`src/rtl/b1_pkg.sv`:
```
// Shared types and lane logic for the b1_pipe streaming block.
package b1_pkg;

  localparam int unsigned B1_WIDTH = 4;
  localparam int unsigned B1_DEPTH = 2;
  localparam int unsigned B1_CNT_W = 16;
  localparam int unsigned PTR_W    = $clog2(B1_DEPTH);

  typedef struct packed {
    logic [B1_WIDTH-1:0] d;
    logic [B1_WIDTH-1:0] e;
    logic [B1_WIDTH-1:0] f;
    logic [B1_WIDTH-1:0] g;
  } b1_res_t;

  // Per-lane b1 cone; f reduces to (a==b)&(b^c).
  function automatic b1_res_t b1_eval(input logic [B1_WIDTH-1:0] a,
                                      input logic [B1_WIDTH-1:0] b,
                                      input logic [B1_WIDTH-1:0] c);
    b1_res_t r;
    r.d = c;
    r.g = ~c;
    r.e = a ^ b;
    r.f = ~r.e & ((b & ~c) | (~a & c));
    return r;
  endfunction

endpackage

```
`src/rtl/b1_fifo.sv`:
```
// Generic DEPTH x DATA_W valid/ready FIFO; read data is masked to zero while empty.
module b1_fifo #(
  parameter int unsigned DATA_W = 16,
  parameter int unsigned DEPTH  = 2
) (
  input  logic              clock,
  input  logic              reset,
  input  logic              in_valid,
  output logic              in_ready,
  input  logic [DATA_W-1:0] in_data,
  output logic              out_valid,
  input  logic              out_ready,
  output logic [DATA_W-1:0] out_data
);

  localparam int unsigned AW = $clog2(DEPTH);
  localparam int unsigned CW = AW + 1;

  logic [DATA_W-1:0] mem [DEPTH];
  logic [AW-1:0]     rd_ptr;
  logic [AW-1:0]     wr_ptr;
  logic [CW-1:0]     count;
  logic              push;
  logic              pop;

  assign in_ready  = (count != CW'(DEPTH));
  assign out_valid = (count != '0);
  assign push      = in_valid & in_ready;
  assign pop       = out_valid & out_ready;

  // Pointers wrap naturally because DEPTH is a power of two.
  always_ff @(posedge clock) begin
    if (reset) begin
      rd_ptr <= '0;
      wr_ptr <= '0;
      count  <= '0;
    end else begin
      if (push) wr_ptr <= wr_ptr + AW'(1);
      if (pop)  rd_ptr <= rd_ptr + AW'(1);
      case ({push, pop})
        2'b10:   count <= count + CW'(1);
        2'b01:   count <= count - CW'(1);
        default: count <= count;
      endcase
    end
  end

  // Storage is not reset; the read mask hides stale contents.
  always_ff @(posedge clock) begin
    if (push && !reset) mem[wr_ptr] <= in_data;
  end

  assign out_data = out_valid ? mem[rd_ptr] : '0;

endmodule

```
`src/rtl/b1_pipe.sv`:
```
// WIDTH-lane b1 cone feeding a DEPTH-entry FIFO with valid/ready on both sides.
// Optional saturating f-hit counter enabled by defining B1_PIPE_STATS_EN.
module b1_pipe
  import b1_pkg::*;
#(
  parameter int unsigned WIDTH = B1_WIDTH,
  parameter int unsigned DEPTH = B1_DEPTH,
  parameter int unsigned CNT_W = B1_CNT_W
) (
  input  logic             clock,
  input  logic             reset,
  input  logic             in_valid,
  output logic             in_ready,
  input  logic [WIDTH-1:0] in_a,
  input  logic [WIDTH-1:0] in_b,
  input  logic [WIDTH-1:0] in_c,
  output logic             out_valid,
  input  logic             out_ready,
  output logic [WIDTH-1:0] out_d,
  output logic [WIDTH-1:0] out_e,
  output logic [WIDTH-1:0] out_f,
  output logic [WIDTH-1:0] out_g
`ifdef B1_PIPE_STATS_EN
  ,
  output logic [CNT_W-1:0] f_hits
`endif
);

  b1_res_t res_in;
  b1_res_t res_out;

  // Results are computed before storage so the FIFO holds finished beats.
  assign res_in = b1_eval(in_a, in_b, in_c);

  b1_fifo #(
    .DATA_W ($bits(b1_res_t)),
    .DEPTH  (DEPTH)
  ) u_fifo (
    .clock     (clock),
    .reset     (reset),
    .in_valid  (in_valid),
    .in_ready  (in_ready),
    .in_data   (res_in),
    .out_valid (out_valid),
    .out_ready (out_ready),
    .out_data  (res_out)
  );

  assign out_d = res_out.d;
  assign out_e = res_out.e;
  assign out_f = res_out.f;
  assign out_g = res_out.g;

`ifdef B1_PIPE_STATS_EN
  localparam int unsigned SUM_W = CNT_W + 1;
  localparam logic [CNT_W-1:0] HIT_MAX = '1;

  logic [SUM_W-1:0] hit_sum;
  logic             pop;

  assign pop     = out_valid & out_ready;
  assign hit_sum = {1'b0, f_hits} + SUM_W'($countones(out_f));

  // Carry out of the counter width means the count saturates.
  always_ff @(posedge clock) begin
    if (reset)    f_hits <= '0;
    else if (pop) f_hits <= hit_sum[CNT_W] ? HIT_MAX : hit_sum[CNT_W-1:0];
  end
`endif

endmodule

```
`config.mk`:
```
export PLATFORM = sky130hd
export DESIGN_NAME = b1_pipe
export DESIGN_NICKNAME = d
export VERILOG_FILES = /design/src/rtl/b1_pkg.sv /design/src/rtl/b1_fifo.sv /design/src/rtl/b1_pipe.sv
export SDC_FILE = /design/constraint.sdc
export NUM_CORES = 1
export LEC_CHECK = 0
export CAP_MARGIN = 20
export CORE_MARGIN = 1.5
export CORE_UTILIZATION = 44
export CTS_CLUSTER_SIZE = 40
export DETAILED_ROUTE_END_ITERATION = 10
export GPL_TIMING_DRIVEN = 0
export HOLD_SLACK_MARGIN = 0.02
export PLACE_DENSITY = 0.78
export SYNTH_ARGS = -nofsm -noshare
export SYNTH_HDL_FRONTEND = slang
export SYNTH_SLANG_ARGS = --single-unit
```
`constraint.sdc`:
```
create_clock -name clock -period 2.2 [get_ports clock]
set_input_delay 0.44 -clock clock [delete_from_list [all_inputs] [get_ports clock]]
set_output_delay 0.44 -clock clock [all_outputs]
set_load 0.01 [all_outputs]
```
==> metrics.txt <==
Worst Setup End Kind primary output; achievable frequency between 0.4 and 0.5 GHz; post-DR vias/cell approximately 5; Post-Synth Adder-Cell Area less than 1%; Worst Setup Path Type reg2out; syn avg cell area around 13 um^2; Leak ~0.86 nW; DR DRC count 0; share of cells above drive strength 1 about an eighth; CTS tree done; Synth Area in Simple Gates 9.76%; top cells by count, synth 32 x edfxtp_1, 20 x nor2_1, 16 x mux2i_1; drt pass-1 iters 5; total gr overflow 0; area delta synth->final 36.5%; total track usage approximately 16%; Top delay family on crit path buffers and inverters; Syn Inst Count ~120; clock-pin slew of the registers on the worst-case setup and hold paths 0.11 ns; antenna-violating nets left 0; Layout Cells excl Fill a little over 200; number of I/O pins 34; hold_buf cts 0; Placed Instances between 150 and 200; fillcell total approximately 260; post-synth top area cell edfxtp_1; crit path DAT around 1.6 ns; Max Slew Vio Count 0; ranking of synthesized cells by area edfxtp_1 62%, mux2i_1 10%, dfxtp_1 6.5%, nor2_1 4.9%, xor2_1 3.4%; sequential area share after synthesis between 60% and 70%; RSZ-0062 raised after global routing no; FP Rows 21; clk_lat worst skew approximately 0.33 ns; crit start category flop; Worst VDD drop between 0.5 and 0.6 mV; Detailed Route Iter0 Violations 25; Slew HR 51.3%; WP buf/inv 2; outcome completed; die width roughly 62 um; post-synthesis xor/xnor area fraction between 3 and 4%; largest family of logic cells by synthesized area multiplexers; Slew @ Worst Pin about 0.73 ns; Min-Delay Path Class reg2reg; share of flip-flops with an asynchronous set or reset 0%; ys flop type edfxtp_1; Avg WL per Cell roughly 14 um; fin nets between 150 and 200; Post-Syn Nets 132; CP peak stage delay 0.54 ns; DIE AREA a little under 4000 um^2; Crit Path Max Fanout 5; Cell Chain, Critical Path nor2_4 -> buf_4 -> nor2_1 -> clkdlybuf4s50_1; post-synthesis compound-gate area fraction under 10%; critical path data required time about 1.8 ns; port bufs 33; routability cong. between 0.6 and 0.7; largest net degree at the start of global routing 14; Root Buffer clkbuf_4; final setup vio count 0; Post-synth EDFFs 32; Period minus WS final 2.07 ns; Num CTS Buffers 5; period utilisation layout a little over nine tenths; vias in the first global route around 1100; Initial Utilization between 40% and 50%; Hold Fails Final Rpt 0; synthesized cell area 1540 um^2; max_cap viols 0; most frequent cell after synthesis edfxtp_1; Final WS setup approximately 0.13 ns; hpwl dp 1990 um; number of clock sinks 37; PD cells ~1100 nW/um^2; Die Height 62.1 um; mux cell area share after synthesis 10.4%; vias approximately 1000; post-synthesis register bit count 37; Synth top area share a little over three fifths; synth unique cells 17; YS warnings 0; H-tree levels 2; initial antenna violation count 0; slowest cell on the critical path clkdlybuf4s50_1; worst slack, placed -0.0118 ns; core area 3340 um^2; Max Buffers Root-to-Sink 2; first-pass GRT wire length 4620 um; ANT cells 0; Worst Clk Skew between 0.004 and 0.005 ns; drt total wl ~2900 um
## worst reg2reg max path: stages, from the launching register on
cell and delay, ns:
dfxtp_2 0.37, nor2b_1 0.16, inv_1 0.08, nand2_1 0.11, nor3b_2 0.59, buf_6 0.24
## cell type report
cell class / count / area, um^2 / share of cell area (%)
inverters: 8 / 30.0 / 1.43
clock inverters: 3 / 46.3 / 2.21
multi-input cells: 67 / 450 / 21.5
well taps: 46 / 57.6 / 2.74
repair buffers: 36 / 374 / 17.8
plain buffers: 3 / 38.8 / 1.85
flip-flops and latches: 37 / 1060 / 50.7
clock buffers: 5 / 37.5 / 1.79
## worst paths after layout
check | from | endpoint | slack, ns | cells after the start
worst min-delay path | u_fifo.rd_ptr$_SDFFE_PP0P_ | u_fifo.rd_ptr$_SDFFE_PP0P_ | 0.53 | 2
worst min register to register | u_fifo.rd_ptr$_SDFFE_PP0P_ | u_fifo.rd_ptr$_SDFFE_PP0P_ | 0.53 | 2
worst max-delay path | u_fifo.count[0]$_SDFFE_PP0P_ | out_g[0] | 0.13 | 4
worst max register to register | u_fifo.count[1]$_SDFFE_PP0P_ | u_fifo.mem[1][14]$_DFFE_PP_ | 0.37 | 5
## kinds of logic after synthesis
logic type,Yosys count
flip-flops,37
XOR/XNOR,7
AO/OA/AOI/OAI,9
buffers and inverters,11
adder cells (fa/ha/maj),1
multiplexers,16
AND/OR/NAND/NOR,34
## routing by layer
metal	vias up	global-route usage, %	routed length, um
li1	492	-	-
met2	30	29.6	1600
met3	9	3.99	109
met4	0	8.89	69
met5	-	0	0
met1	499	16.1	1140
## cells in the final DEF, fill, tap and decap left out
cell             count
nor3_2               1
mux2i_2              1
clkbuf_4             5
a21oi_1              2
edfxtp_1            32
buf_6                3
o21ai_0              7
inv_1                8
mux2i_1             15
bufinv_16            1
dlymetal6s2s_1       7
nor2_1              19
or3_1                6
buf_4                2
ha_1                 1
clkinvlp_4           1
nor2b_1              1
nor3b_2              1
buf_12               1
dlygate4sd2_1        3
xnor2_1              1
xor2_1               6
nor2_4               1
clkdlybuf4s50_1     23
clkinv_4             1
nand2_1              5
dfxtp_2              2
dfxtp_1              3
## flip-flops by register name (all words and copies together), names as in the netlist, named ones only
signal         cells
u_fifo.mem        32
u_fifo.rd_ptr      1
u_fifo.count       2
u_fifo.wr_ptr      1
## power breakdown
group / switching (mW) / internal (mW) / leakage, nW
Sequential: 0.0520 / 0.860 / 0.337
Clock: 0.222 / 0.241 / 0.0414
Combinational: 0.473 / 0.513 / 0.484
## repair_timing
| item | 4_1_cts | 5_1_grt |
|---|---|---|
| pin swaps | 0 | 1 |
| endpoints found under the setup margin | 17 | 8 |
| resized for setup | 12 | 9 |
| cloned | 0 | 0 |
| setup buffers | 0 | 1 |
## metrics by stage
stage          TNS [ns]  power (mW)  instance area, um^2  hold slack (ns)  util (%)
3_5_place_dp     -0.104        1.86                 1960            0.498      58.7
2_1_floorplan         0        1.40                 1550            0.471         -
6_report              0        2.36                 2100            0.525      62.9
5_1_grt               0        2.49                 2100            0.554      62.9
4_1_cts               0        2.36                 2070            0.528      62.0
3_3_place_gp      -8.05        1.82                 1940            0.486      58.0
Note: power is estimated with default switching activity, not from simulation.
